**src/rtl/dht11_scheduler.sv**
```systemverilog
// dht11_scheduler: sequences reads of the DHT11 single-wire reader.
// It issues start pulses periodically (when enable is high) or on demand (medir). It keeps a
// minimum gap between starts and supervises each attempt with a watchdog. A failed attempt is
// retried up to MAX_TENTATIVAS times in total. The last good temperature/humidity pair is held.
//
// Ports:
//   clock, reset            - system clock (rising edge), asynchronous active-low reset
//   enable, medir           - periodic-read enable, one-cycle on-demand request
//   dht_pronto, dht_error   - sticky done / error levels from the reader
//   dht_temperatura/umidade - reader data words
//   dht_start, dht_reset    - one-cycle start pulse, active-high reader reset
//   temperatura, umidade    - last good reading
//   valido, falha           - a read has ever succeeded / last request exhausted its retries
//   nova_medida             - one-cycle pulse when temperatura/umidade update
//   ocupado, db_estado      - busy flag, current state code
module dht11_scheduler #(
    parameter int unsigned PERIOD_CYCLES  = 100_000_000,
    parameter int unsigned MIN_GAP_CYCLES = 50_000_000,
    parameter int unsigned TIMEOUT_CYCLES = 1_500_000,
    parameter int unsigned MAX_TENTATIVAS = 3
) (
    input  logic        clock,
    input  logic        reset,
    input  logic        enable,
    input  logic        medir,
    input  logic        dht_pronto,
    input  logic        dht_error,
    input  logic [15:0] dht_temperatura,
    input  logic [15:0] dht_umidade,
    output logic        dht_start,
    output logic        dht_reset,
    output logic [15:0] temperatura,
    output logic [15:0] umidade,
    output logic        valido,
    output logic        falha,
    output logic        nova_medida,
    output logic        ocupado,
    output logic [3:0]  db_estado
);

    localparam int unsigned GapW = $clog2(MIN_GAP_CYCLES + 1);
    localparam int unsigned PerW = $clog2(PERIOD_CYCLES);
    localparam int unsigned WdW  = $clog2(TIMEOUT_CYCLES);
    localparam int unsigned TenW = $clog2(MAX_TENTATIVAS + 1);

    localparam logic [GapW-1:0] GapMax  = GapW'(MIN_GAP_CYCLES);
    localparam logic [PerW-1:0] PerLast = PerW'(PERIOD_CYCLES - 1);
    localparam logic [WdW-1:0]  WdLast  = WdW'(TIMEOUT_CYCLES - 1);
    localparam logic [TenW-1:0] TenLast = TenW'(MAX_TENTATIVAS - 1);

    typedef enum logic [3:0] {
        StOcioso    = 4'd0,
        StIntervalo = 4'd1,
        StDisparo   = 4'd2,
        StGuarda    = 4'd3,
        StAguarda   = 4'd4,
        StSucesso   = 4'd5,
        StAborta    = 4'd6,
        StRetenta   = 4'd7,
        StFalha     = 4'd8
    } state_e;

    state_e          state_q;
    logic [GapW-1:0] gap_q;
    logic [PerW-1:0] periodo_q;
    logic [WdW-1:0]  watchdog_q;
    logic [TenW-1:0] tentativas_q;
    logic            pendente_q;
    logic            start_q;
    logic            nova_q;
    logic            valido_q;
    logic            falha_q;
    logic [15:0]     temp_q;
    logic [15:0]     umid_q;

    always_ff @(posedge clock or negedge reset) begin
        if (!reset) begin
            state_q      <= StOcioso;
            gap_q        <= '0;
            periodo_q    <= '0;
            watchdog_q   <= '0;
            tentativas_q <= '0;
            pendente_q   <= 1'b0;
            start_q      <= 1'b0;
            nova_q       <= 1'b0;
            valido_q     <= 1'b0;
            falha_q      <= 1'b0;
            temp_q       <= '0;
            umid_q       <= '0;
        end else begin
            start_q <= 1'b0;
            nova_q  <= 1'b0;

            // Gap restarts at each start and saturates, so an idle scheduler can fire at once.
            if (state_q == StDisparo) begin
                gap_q <= '0;
            end else if (gap_q != GapMax) begin
                gap_q <= gap_q + GapW'(1);
            end

            if (!enable || periodo_q == PerLast) begin
                periodo_q <= '0;
            end else begin
                periodo_q <= periodo_q + PerW'(1);
            end

            // A new request wins over the clear so a request arriving during DISPARO is kept.
            if (medir || (enable && periodo_q == PerLast)) begin
                pendente_q <= 1'b1;
            end else if (state_q == StDisparo && tentativas_q == '0) begin
                pendente_q <= 1'b0;
            end

            if (state_q == StDisparo) begin
                watchdog_q <= '0;
            end else if (state_q == StAguarda) begin
                watchdog_q <= watchdog_q + WdW'(1);
            end

            case (state_q)
                StOcioso: begin
                    if (pendente_q) state_q <= StIntervalo;
                end
                StIntervalo: begin
                    if (gap_q == GapMax) begin
                        state_q <= StDisparo;
                        start_q <= 1'b1;
                    end
                end
                StDisparo: state_q <= StGuarda;
                // Reader drops its stale pronto/error during this cycle; inputs ignored.
                StGuarda:  state_q <= StAguarda;
                StAguarda: begin
                    if (dht_pronto) begin
                        state_q      <= StSucesso;
                        temp_q       <= dht_temperatura;
                        umid_q       <= dht_umidade;
                        valido_q     <= 1'b1;
                        falha_q      <= 1'b0;
                        tentativas_q <= '0;
                        nova_q       <= 1'b1;
                    end else if (dht_error) begin
                        state_q <= StRetenta;
                    end else if (watchdog_q == WdLast) begin
                        state_q <= StAborta;
                    end
                end
                StSucesso: state_q <= StOcioso;
                StAborta:  state_q <= StRetenta;
                StRetenta: begin
                    if (tentativas_q == TenLast) begin
                        state_q      <= StFalha;
                        falha_q      <= 1'b1;
                        tentativas_q <= '0;
                    end else begin
                        state_q      <= StIntervalo;
                        tentativas_q <= tentativas_q + TenW'(1);
                    end
                end
                StFalha:   state_q <= StOcioso;
                default:   state_q <= StOcioso;
            endcase
        end
    end

    assign dht_start   = start_q;
    assign dht_reset   = ~reset | (state_q == StAborta);
    assign temperatura = temp_q;
    assign umidade     = umid_q;
    assign valido      = valido_q;
    assign falha       = falha_q;
    assign nova_medida = nova_q;
    assign ocupado     = (state_q != StOcioso);
    assign db_estado   = state_q;

endmodule

```
**config.mk**
```make
export PLATFORM = sky130hd
export DESIGN_NAME = dht11_scheduler
export DESIGN_NICKNAME = d
export VERILOG_FILES = /design/src/rtl/dht11_scheduler.sv
export SDC_FILE = /design/constraint.sdc
export NUM_CORES = 1
export LEC_CHECK = 0
export ABC_AREA = 1
export ABC_CLOCK_PERIOD_IN_PS = 2200
export BUFFER_PORTS_ARGS = -buffer_cell sky130_fd_sc_hd__buf_2
export CORE_MARGIN = 2
export CORE_UTILIZATION = 35
export CTS_BUF_LIST = sky130_fd_sc_hd__clkbuf_8
export CTS_CLUSTER_SIZE = 24
export DETAILED_ROUTE_END_ITERATION = 10
export HOLD_SLACK_MARGIN = 0.12
export PLACE_DENSITY = 0.63
export SYNTH_ARGS = -nofsm -noshare
export SYNTH_HDL_FRONTEND = slang
export SYNTH_SLANG_ARGS = --single-unit
```
**constraint.sdc**
```tcl
create_clock -name clock -period 2.2 [get_ports clock]
set_clock_uncertainty 0.15 [all_clocks]
set_input_delay 0.33 -clock clock [delete_from_list [all_inputs] [get_ports clock]]
set_output_delay 0.33 -clock clock [all_outputs]
set_load 0.05 [all_outputs]
```
Word level (Yosys, flattened, before mapping). Cells that the tools add are included.

Add/subtract/negate cells: 4. $mul: 0. Divide/modulo/power cells: 0. Magnitude comparators: 0. Equal/unequal tests: 16. Shift operators: 0. Multiplexer cells: 24. Bitwise operators: 2. Reduce and logical (&&, ||, !) cells: 16.

Operator list (number): 26-bit two-way mux (2); 21-bit two-way mux (2); 4-bit case mux with 7 select lines (1); 27-bit by 1-bit adder with 27-bit output, second input constant (1); 27-bit equality test, second input constant (1); 27-bit two-way mux (1); 26-bit by 1-bit adder with 26-bit output, second input constant (1); 26-bit equality test, second input constant (1); 26-bit != test, second input constant (1); 4-bit two-way mux (6); 21-bit by 1-bit adder with 21-bit output, second input constant (1); 21-bit equality test, second input constant (1); 4-bit by 3-bit equality test with 1-bit output, second input constant (3); 4-bit by 2-bit equality test with 1-bit output, second input constant (2); 1-bit two-way mux (8); 2-bit != test, second input constant (4); 2-bit nonzero test (4); 3-bit AND reduction (2); 4-bit by 1-bit equality test with 1-bit output, second input constant (1); 4-bit zero test (1); 2-bit two-way mux (2); 4-bit by 3-bit != test with 1-bit output, second input constant (1); 2-bit case mux with 2 select lines (1); 2-bit AND reduction (2); other kinds (10) (12).

Bits in registers: 117. Latch bits: 0. Memory bits (writable): 0. ROM bits: 0. Logic and storage cells: 74. Memories: 0.

Logic depth before layout (Yosys ltp). Gate-level depths: netlist of run 1.

Depth in word-level cells: 5. Depth in mapped cells: 10. Mapped depth without buffers: 10.

Least setup slack after synthesis of run 1. No wires, ideal clock.

Kind: register -> output. Start point: register state_q[2], in the netlist db_estado[2]. End point: output port dht_reset. Arrival time: 2.071 ns. Required time: 1.720 ns. Setup slack: -0.351 ns. Cell stages (with the launch flop): 5. Path through: dfrtp_1 > inv_1 > nor2_1 > nand2_1 > o21ai_0.

Word-level cells in the longest chain between the ends: 2.

RTL lines: from (decl) (line 63) `state_e state_q;`; from (signal assigned) (line 78) `state_q <= StOcioso;`; from (signal assigned) (line 122) `if (pendente_q) state_q <= StIntervalo;`; from (signal assigned) (line 126) `state_q <= StDisparo;`; 4-bit by 3-bit equality test with 1-bit output (line 167) `assign dht_reset = ~reset | (state_q == StAborta);`; 1-bit bitwise OR (line 167); to (decl) (line 31) `output logic dht_reset,`.

Every way passes these cells.

Final worst setup path of run 1. Same ends and word-level chain as after synthesis.

==> results of run 1 <==
-- area by class of cell --
type	instances	area, sq um
Sequential cell	117	2930
Tap cell	225	282
Clock buffer	18	248
Fill cell	1711	9660
Timing Repair Buffer	119	820
Clock inverter	14	131
Inverter	74	278
Multi-Input combinational cell	629	2890
-- routing by layer --
| layer | global-route usage [%] | wire length [um] | up-vias | share of wire (%) |
|---|---|---|---|---|
| met5 | 0 | 0 | - | 0 |
| met4 | 6.30 | 299 | 0 | 2.0 |
| met3 | 4.26 | 564 | 24 | 3.8 |
| met2 | 26.2 | 6910 | 109 | 46 |
| met1 | 22.9 | 7250 | 2564 | 48 |
| li1 | - | - | 2865 | - |
-- cells in the final DEF (no fill, tap or decap), types with 3 or more instances in the layout --
cell and count:
sky130_fd_sc_hd__nor2_1 172, sky130_fd_sc_hd__clkinv_4 4, sky130_fd_sc_hd__buf_2 77, sky130_fd_sc_hd__inv_2 5
sky130_fd_sc_hd__nand3b_1 3, sky130_fd_sc_hd__nand2_1 270, sky130_fd_sc_hd__a21oi_1 28, sky130_fd_sc_hd__nand3_2 5
sky130_fd_sc_hd__xor2_1 12, sky130_fd_sc_hd__buf_4 3, sky130_fd_sc_hd__clkbuf_8 18, sky130_fd_sc_hd__nand4_1 11
sky130_fd_sc_hd__clkinvlp_4 6, sky130_fd_sc_hd__nand2_2 7, sky130_fd_sc_hd__dfrtp_1 116, sky130_fd_sc_hd__nor2_2 6
sky130_fd_sc_hd__o21ai_0 23, sky130_fd_sc_hd__nor3_1 14, sky130_fd_sc_hd__xnor2_1 8, sky130_fd_sc_hd__nor2_4 6
sky130_fd_sc_hd__nor3_2 3, sky130_fd_sc_hd__dlygate4sd3_1 36, sky130_fd_sc_hd__nand3_1 43, sky130_fd_sc_hd__ha_1 3
sky130_fd_sc_hd__inv_1 69
-- worst min path at each step --
stage                             startpoint  slack (ns)                       end  depth (start not counted)
after CTS                         dht_pronto        0.13  db_estado[1]$_DFFE_PN0P_                          4
after detailed placement  valido$_DFFE_PN0P_        0.30        valido$_DFFE_PN0P_                          1
final                             dht_pronto        0.16  db_estado[1]$_DFFE_PN0P_                          4
after global placement    valido$_DFFE_PN0P_        0.30        valido$_DFFE_PN0P_                          1
after floorplan                        reset       -0.12  db_estado[0]$_DFFE_PN0P_                          0
after global routing              dht_pronto        0.17  db_estado[1]$_DFFE_PN0P_                          4
-- report_power, final --
group	internal, uW	total (uW)	leakage (uW)	switching [uW]
combinational	74.6	154	0.00195	79.9
sequential	2150	2160	0.00159	5.24
clock	927	1900	0.000175	973
total	3160	4210	0.00372	1060
-- kinds of logic (layout without fill, tap and decap cells) --
| family | Yosys count | in the layout | share of synthesized area [%] |
|---|---|---|---|
| adders and majority gates | 4 | 4 | 0.811 |
| and+or+nand+nor | 549 | 549 | 38.5 |
| AOI/OAI and AO/OA | 56 | 56 | 4.66 |
| buffers and inverters | 86 | 225 | 5.76 |
| xor gates and xnor gates | 20 | 20 | 2.84 |
| DFF | 117 | 117 | 47.5 |
-- worst max-delay path: cells and delay by family, from the launching register on --
kind | cells | cell delay [ns]
AOI/OAI and AO/OA | 1 | 0.16
buffers and inverters | 2 | 0.27
DFF | 1 | 0.41
and+or+nand+nor | 2 | 0.27
-- metrics by stage --
| step | setup WS [ns] | hold slack, ns | util (%) |
|---|---|---|---|
| 2_1_floorplan | 0.0271 | -0.116 | - |
| 3_3_place_gp | 0.437 | 0.298 | 39.6 |
| 3_5_place_dp | 0.399 | 0.301 | 39.6 |
| 4_1_cts | 0.0341 | 0.127 | 43.9 |
| 5_1_grt | 0.00649 | 0.169 | 44.0 |
| 6_report | 0.157 | 0.156 | 44.0 |
-- registers in the layout, indices dropped and copies added (netlist names) --
register      cells
db_estado         4
dht_start         1
falha             1
gap_q            26
nova_medida       1
pendente_q        1
periodo_q        27
temperatura      16
tentativas_q      2
umidade          16
valido            1
watchdog_q       21
-- what timing repair did --
action	4_1_cts	5_1_grt
endpoints found under the hold margin	151	0
resized for setup	0	6
endpoints found under the setup margin	0	2
buffers inserted	0	0
hold buffers	36	0
==> results.txt, run 1 <==
----------------------------------------------------
[Floorplan]
  Initial core utilization ... 35.8%
  Core Footprint ... approximately 17000 sq um
  Chip width ... 137 um
  Rows ... 48
  Floorplan die area ... approximately 19000 sq um
  I/O pin count ... 80
  Die extent in y ... 137 um

[Worst setup path]
  Data arrival time of the critical path ... around 1.6 ns
  Critical path type ... reg2out
  Peak per-stage delay on the critical path ... between 0.4 and 0.5 ns
  Cell at the slowest stage of the critical path ... sky130_fd_sc_hd__dfrtp_2
  R2R Setup Slk ... 0.17 ns
  Crit path capture type ... output port
  Crit path cell chain ... inv_1 > nor2_1 > nand2_1 > o21ai_1 > buf_4
  Sort of element at the start of the critical path ... flop
  Worst reg2reg startpoint ... periodo_q[0]$_DFF_PN0_
  Worst setup path start ... db_estado[2]$_DFFE_PN0P_
  Worst Path Max Fanout ... 5
  Depth of the worst register-to-register path ... 8
  Critical Path Sink ... dht_reset
  Required time of the worst setup path ... approximately 1.7 ns
  End of the worst register-to-register path ... pendente_q$_DFFE_PN0P_

[Logic synthesis]
  Post-synthesis instance total ... between 800 and 900
  Sequential share of the synthesized area ... a little under half
  Dominant cells by area after synthesis ... sky130_fd_sc_hd__dfrtp_1 (47%), sky130_fd_sc_hd__nand2_1 (16%), sky130_fd_sc_hd__nor2_1 (11%)
  Share of synthesized registers carrying an async set or reset ... 100%
  Top flip-flop cell by instance count after synthesis ... sky130_fd_sc_hd__dfrtp_1
  Cell type with the largest total area after synthesis ... sky130_fd_sc_hd__dfrtp_1
  Post-synth EDFFs ... 0
  Distinct cell type count of the synthesized netlist ... 32
  Synth Area per Inst ... roughly 7.4 sq um
  Total of warnings raised by yosys ... 0
  Post-Syn Nets ... between 800 and 900
  Most numerous cell in the Yosys netlist ... sky130_fd_sc_hd__nand2_1
  Register bit count reported by yosys ... around 120
  Proportion of netlist area held by the largest area contributor ... 47.5%
  Synth cell count leaders ... sky130_fd_sc_hd__nand2_1 (270), sky130_fd_sc_hd__nor2_1 (173), sky130_fd_sc_hd__dfrtp_1 (117)
  Summed instance area of the synthesized netlist ... 6170 sq um

[Timing]
  Unrepaired setup endpoints after global routing ... no
  Relative slew margins ... about 55%
  Final Hold Viols ... 0
  Post-layout minimum cycle time ... just over 2 ns
  Number of slew-limit violations in the final report ... 0
  Sum of negative setup slack ... 0 ns
  Part of the cycle the worst path needs ... between 90 and 100%
  Finish-stage setup viols ... 0
  Highest Clock Rate ... about 0.5 GHz
  Transition time at the pin with the least slew margin ... approximately 0.68 ns

[GRT]
  Largest net degree at the start of global routing ... 118
  Overall global routing resource usage ... 16.9%
  Initial antenna violation count ... 0
  Via count of the first global-routing pass ... 5258
  First-pass GRT wire length ... between 20000 and 30000 um
  Remaining Overflow, GRT ... 0

[Placed design]
  Count of buffers from port buffering ... around 80
  Final HPWL from detailed placement ... ~10000 um
  GP Congestion ... just over 0.8
  Placed cell count ... ~1100
  DP Area ... approximately 6800 sq um

[Min path]
  Path category of the worst min-delay check ... in2reg

[Clocking]
  Worst-skew pair later-pin latency ... ~0.45 ns
  TritonCTS buffer count ... 17
  Clock tree from TritonCTS ... built
  Clock-pin slew of the registers on the worst-case setup and hold paths ... about 0.080 ns
  CTS Buffer Depth ... 2
  Cell at the root of the clock tree ... sky130_fd_sc_hd__clkbuf_8
  H-tree levels ... 4
  CTS Sinks ... 117

[Drt]
  First-pass iteration count of the detailed router ... 5
  DRC marker count from the first detailed-route iteration ... approximately 350
  Residual DRC ... 0
  Average wire length per cell after detail routing ... 12.6 um
  Routed vias/inst ... 4.65
  Total Wirelength ... between 15000 and 20000 um
  Vias after detailed routing ... ~5600
  Number of routed nets with antenna violations ... 0

[Power]
  Static leakage power ... roughly 0.0037 uW
  Max VDD drop ... 0.000386 V
  Total power ... ~4200 uW
  Power Density ... 556 nW/um^2

[Layout]
  Relative area change from synthesis to final layout ... 22.8%
  Number of diodes added for antenna fixing ... 0
  Nets ... 1000
  Share of final-layout standard cells stronger than drive strength 1 ... 16.2%
  Post-route design area ... ~7600 sq um
  Post-route insts no fill ... around 1200

[Outcome]
  Result of the run ... complete, no violations

[Run]
  # Max-Cap Violations ... 0

----------------------------------------------------
No activity file was read; power rests on OpenSTA's default activity.
==> inputs of run 2 (changes only) <==
--- a/config.mk
+++ b/config.mk
@@ -7,14 +7,15 @@
 export LEC_CHECK = 0
 export ABC_AREA = 1
 export ABC_CLOCK_PERIOD_IN_PS = 2200
-export BUFFER_PORTS_ARGS = -buffer_cell sky130_fd_sc_hd__buf_2
+export BUFFER_PORTS_ARGS = -buffer_cell sky130_fd_sc_hd__buf_4
 export CORE_MARGIN = 2
 export CORE_UTILIZATION = 35
 export CTS_BUF_LIST = sky130_fd_sc_hd__clkbuf_8
+export CTS_CLUSTER_DIAMETER = 80
 export CTS_CLUSTER_SIZE = 24
 export DETAILED_ROUTE_END_ITERATION = 10
 export HOLD_SLACK_MARGIN = 0.12
-export PLACE_DENSITY = 0.63
+export PLACE_DENSITY_LB_ADDON = 0.08
 export SYNTH_ARGS = -nofsm -noshare
 export SYNTH_HDL_FRONTEND = slang
 export SYNTH_SLANG_ARGS = --single-unit
==> results.txt, run 2 (synthesized netlist as in run 1, its figures left out) <==
----------------------------------------------------
[Drt]
  Total Wirelength ... 15500 um
  Vias after detailed routing ... 5414
  Average wire length per cell after detail routing ... ~13 um
  Number of routed nets with antenna violations ... 0
  First-pass iteration count of the detailed router ... 5
  Routed vias/inst ... 4.52
  Residual DRC ... 0
  DRC marker count from the first detailed-route iteration ... 313

[GRT]
  Via count of the first global-routing pass ... between 5000 and 6000
  Initial antenna violation count ... 0
  First-pass GRT wire length ... between 20000 and 30000 um
  Remaining Overflow, GRT ... 0
  Largest net degree at the start of global routing ... 118
  Overall global routing resource usage ... 17.3%

[Clocking]
  Worst-skew pair later-pin latency ... 0.44 ns
  Clock tree from TritonCTS ... built
  Cell at the root of the clock tree ... sky130_fd_sc_hd__clkbuf_8
  Post-CTS repair timing setup buffer count ... 0
  CTS Sinks ... approximately 120
  TritonCTS buffer count ... 17
  Clock-pin slew of the registers on the worst-case setup and hold paths ... roughly 0.070 ns
  H-tree levels ... 4
  CTS Buffer Depth ... 2

[Layout]
  Layout filler cell count ... about 1700
  Share of final-layout standard cells stronger than drive strength 1 ... 16.2%
  Top library cells by usage in the layout, fill and taps aside ... sky130_fd_sc_hd__nand2_1 (270), sky130_fd_sc_hd__nor2_1 (172), sky130_fd_sc_hd__dfrtp_1 (116), sky130_fd_sc_hd__buf_4 (82), sky130_fd_sc_hd__inv_1 (70)
  Commonest non-fill, non-tap cell in the layout ... sky130_fd_sc_hd__nand2_1
  Register with the most flip-flops ... periodo_q
  Nets ... between 1000 and 1500
  Number of diodes added for antenna fixing ... 0
  Flip-flop count of the largest register, all copies and words added ... 27
  Relative area change from synthesis to final layout ... 26.2%
  Largest regs ... periodo_q x27, gap_q x26, watchdog_q x21

[Timing]
  Part of the cycle the worst path needs ... a little over nine tenths
  Unrepaired setup endpoints after global routing ... yes
  Post-layout minimum cycle time ... 2.08 ns
  Final worst setup slack ... between 0.1 and 0.15 ns
  Hold slack ... ~0.15 ns
  Number of slew-limit violations in the final report ... 0
  Transition time at the pin with the least slew margin ... 0.732 ns
  Final Hold Viols ... 0
  Highest Clock Rate ... ~0.48 GHz
  Finish-stage setup viols ... 0
  Relative slew margins ... 51.2%

[Outcome]
  Result of the run ... complete, no violations

[Placed design]
  GP Congestion ... 0.823
  Count of buffers from port buffering ... 79
  Final HPWL from detailed placement ... 10700 um
  Setup Slack @ Placement ... ~0.36 ns

[Run]
  # Max-Cap Violations ... 0

[Power]
  Max VDD drop ... ~0.00040 V
  Internal power component ... about 3300 uW
  Sequential cell fraction of total power ... roughly half
  Static leakage power ... between 0.003 and 0.004 uW
  Clk pwr share ... 46.0%
  Switching component of the power ... between 1000 and 1500 uW
  Switching Share ... 24.5%
  Total power ... about 4300 uW
  Part of the power in combinational logic ... under 10%
  Power Density ... around 550 nW/um^2

[Worst setup path]
  Data arrival time of the critical path ... around 1.6 ns
  Required time of the worst setup path ... 1.72 ns
  Peak per-stage delay on the critical path ... around 0.42 ns
  Sort of element at the start of the critical path ... flop
  Crit path capture type ... output port
  Worst reg2reg startpoint ... periodo_q[0]$_DFF_PN0_
  Worst setup path start ... db_estado[3]$_DFFE_PN0P_
  Cell at the slowest stage of the critical path ... sky130_fd_sc_hd__dfrtp_1
  Worst Path Max Fanout ... 5
  Crit path cell chain ... nor2_1 > nand2_1 > o21ai_1 > buf_4
  Critical path type ... reg2out

[Floorplan]
  Floorplan die area ... between 15000 and 20000 sq um
  Rows ... 48
  Die extent in y ... around 140 um
  Chip width ... approximately 140 um
  I/O pin count ... 80
  Core Footprint ... 17200 sq um
  Initial core utilization ... a little over a third

[Min path]
  Start point of the worst min-delay path ... dht_pronto
  Path category of the worst min-delay check ... in2reg

----------------------------------------------------
run 2: changes by cell type in the layout (fill, tap and decap cells not counted), sizes merged:
cell	change
buf	+1
bufinv	+1
clkbuf	-1
clkinv	+2
clkinvlp	-4
inv	+2
run 2: layer usage:
metal | up-vias | part of all wire [%] | routed length [um] | track usage (%)
li1 | 2851 | - | - | -
met2 | 85 | 48 | 7450 | 27.8
met5 | - | 0 | 0 | 0
met3 | 9 | 3.8 | 583 | 4.67
met1 | 2469 | 47 | 7320 | 23.4
met4 | 0 | 0.89 | 138 | 3.89
run 2: worst paths after layout:
kind,to,slack (ns),cells after the start
worst max-delay path,dht_reset,0.12,4
worst min-delay path,db_estado[1]$_DFFE_PN0P_,0.15,4
worst max register to register,pendente_q$_DFFE_PN0P_,0.16,8
worst min register to register,valido$_DFFE_PN0P_,0.32,1
max in group asynchronous,db_estado[2]$_DFFE_PN0P_,0.89,3
min in group asynchronous,watchdog_q[9]$_DFFE_PN0P_,0.37,3
run 2: metrics by stage:
| step | utilization [%] | setup TNS (ns) | area (sq um) | instances |
|---|---|---|---|---|
| floorplan | - | 0 | 6170 | 832 |
| finish | 45.2 | 0 | 7790 | 1197 |
| global route | 45.2 | -0.0129 | 7790 | 1197 |
| global placement | 40.8 | 0 | 7030 | 1129 |
| CTS | 45.2 | 0 | 7780 | 1197 |
| detailed placement | 40.8 | 0 | 7030 | 1129 |
run 2: critical path: cells and delay by family (launching register included):
family	cells	cell delay [ns]
buf+inv	1	0.24
compound gates	1	0.22
flops	1	0.42
simple gates	2	0.29
run 2: repair_timing:
action,in CTS,in global routing
setup endpoints to repair,0,1
endpoints found under the hold margin,151,0
hold buffers,36,0
gates resized for setup,0,3
run 2: layout make-up:
class	instances	area, sq um	area share (%)
Sequential cell	117	2930	37.6
Multi-Input combinational cell	629	2890	37.1
Clock inverter	15	159	2.04
Tap cell	225	282	3.61
Clock buffer	17	234	3.00
Timing Repair Buffer	120	1020	13.0
Inverter	74	278	3.57
run 2: power by group through the flow:
stage	combinational (uW)	clock (uW)	sequential [uW]
after floorplan	22.9	0	2200
after CTS	180	2050	2160
final	175	1990	2160
after detailed placement	130	0	2200
after global routing	196	2170	2160
after global placement	129	0	2200
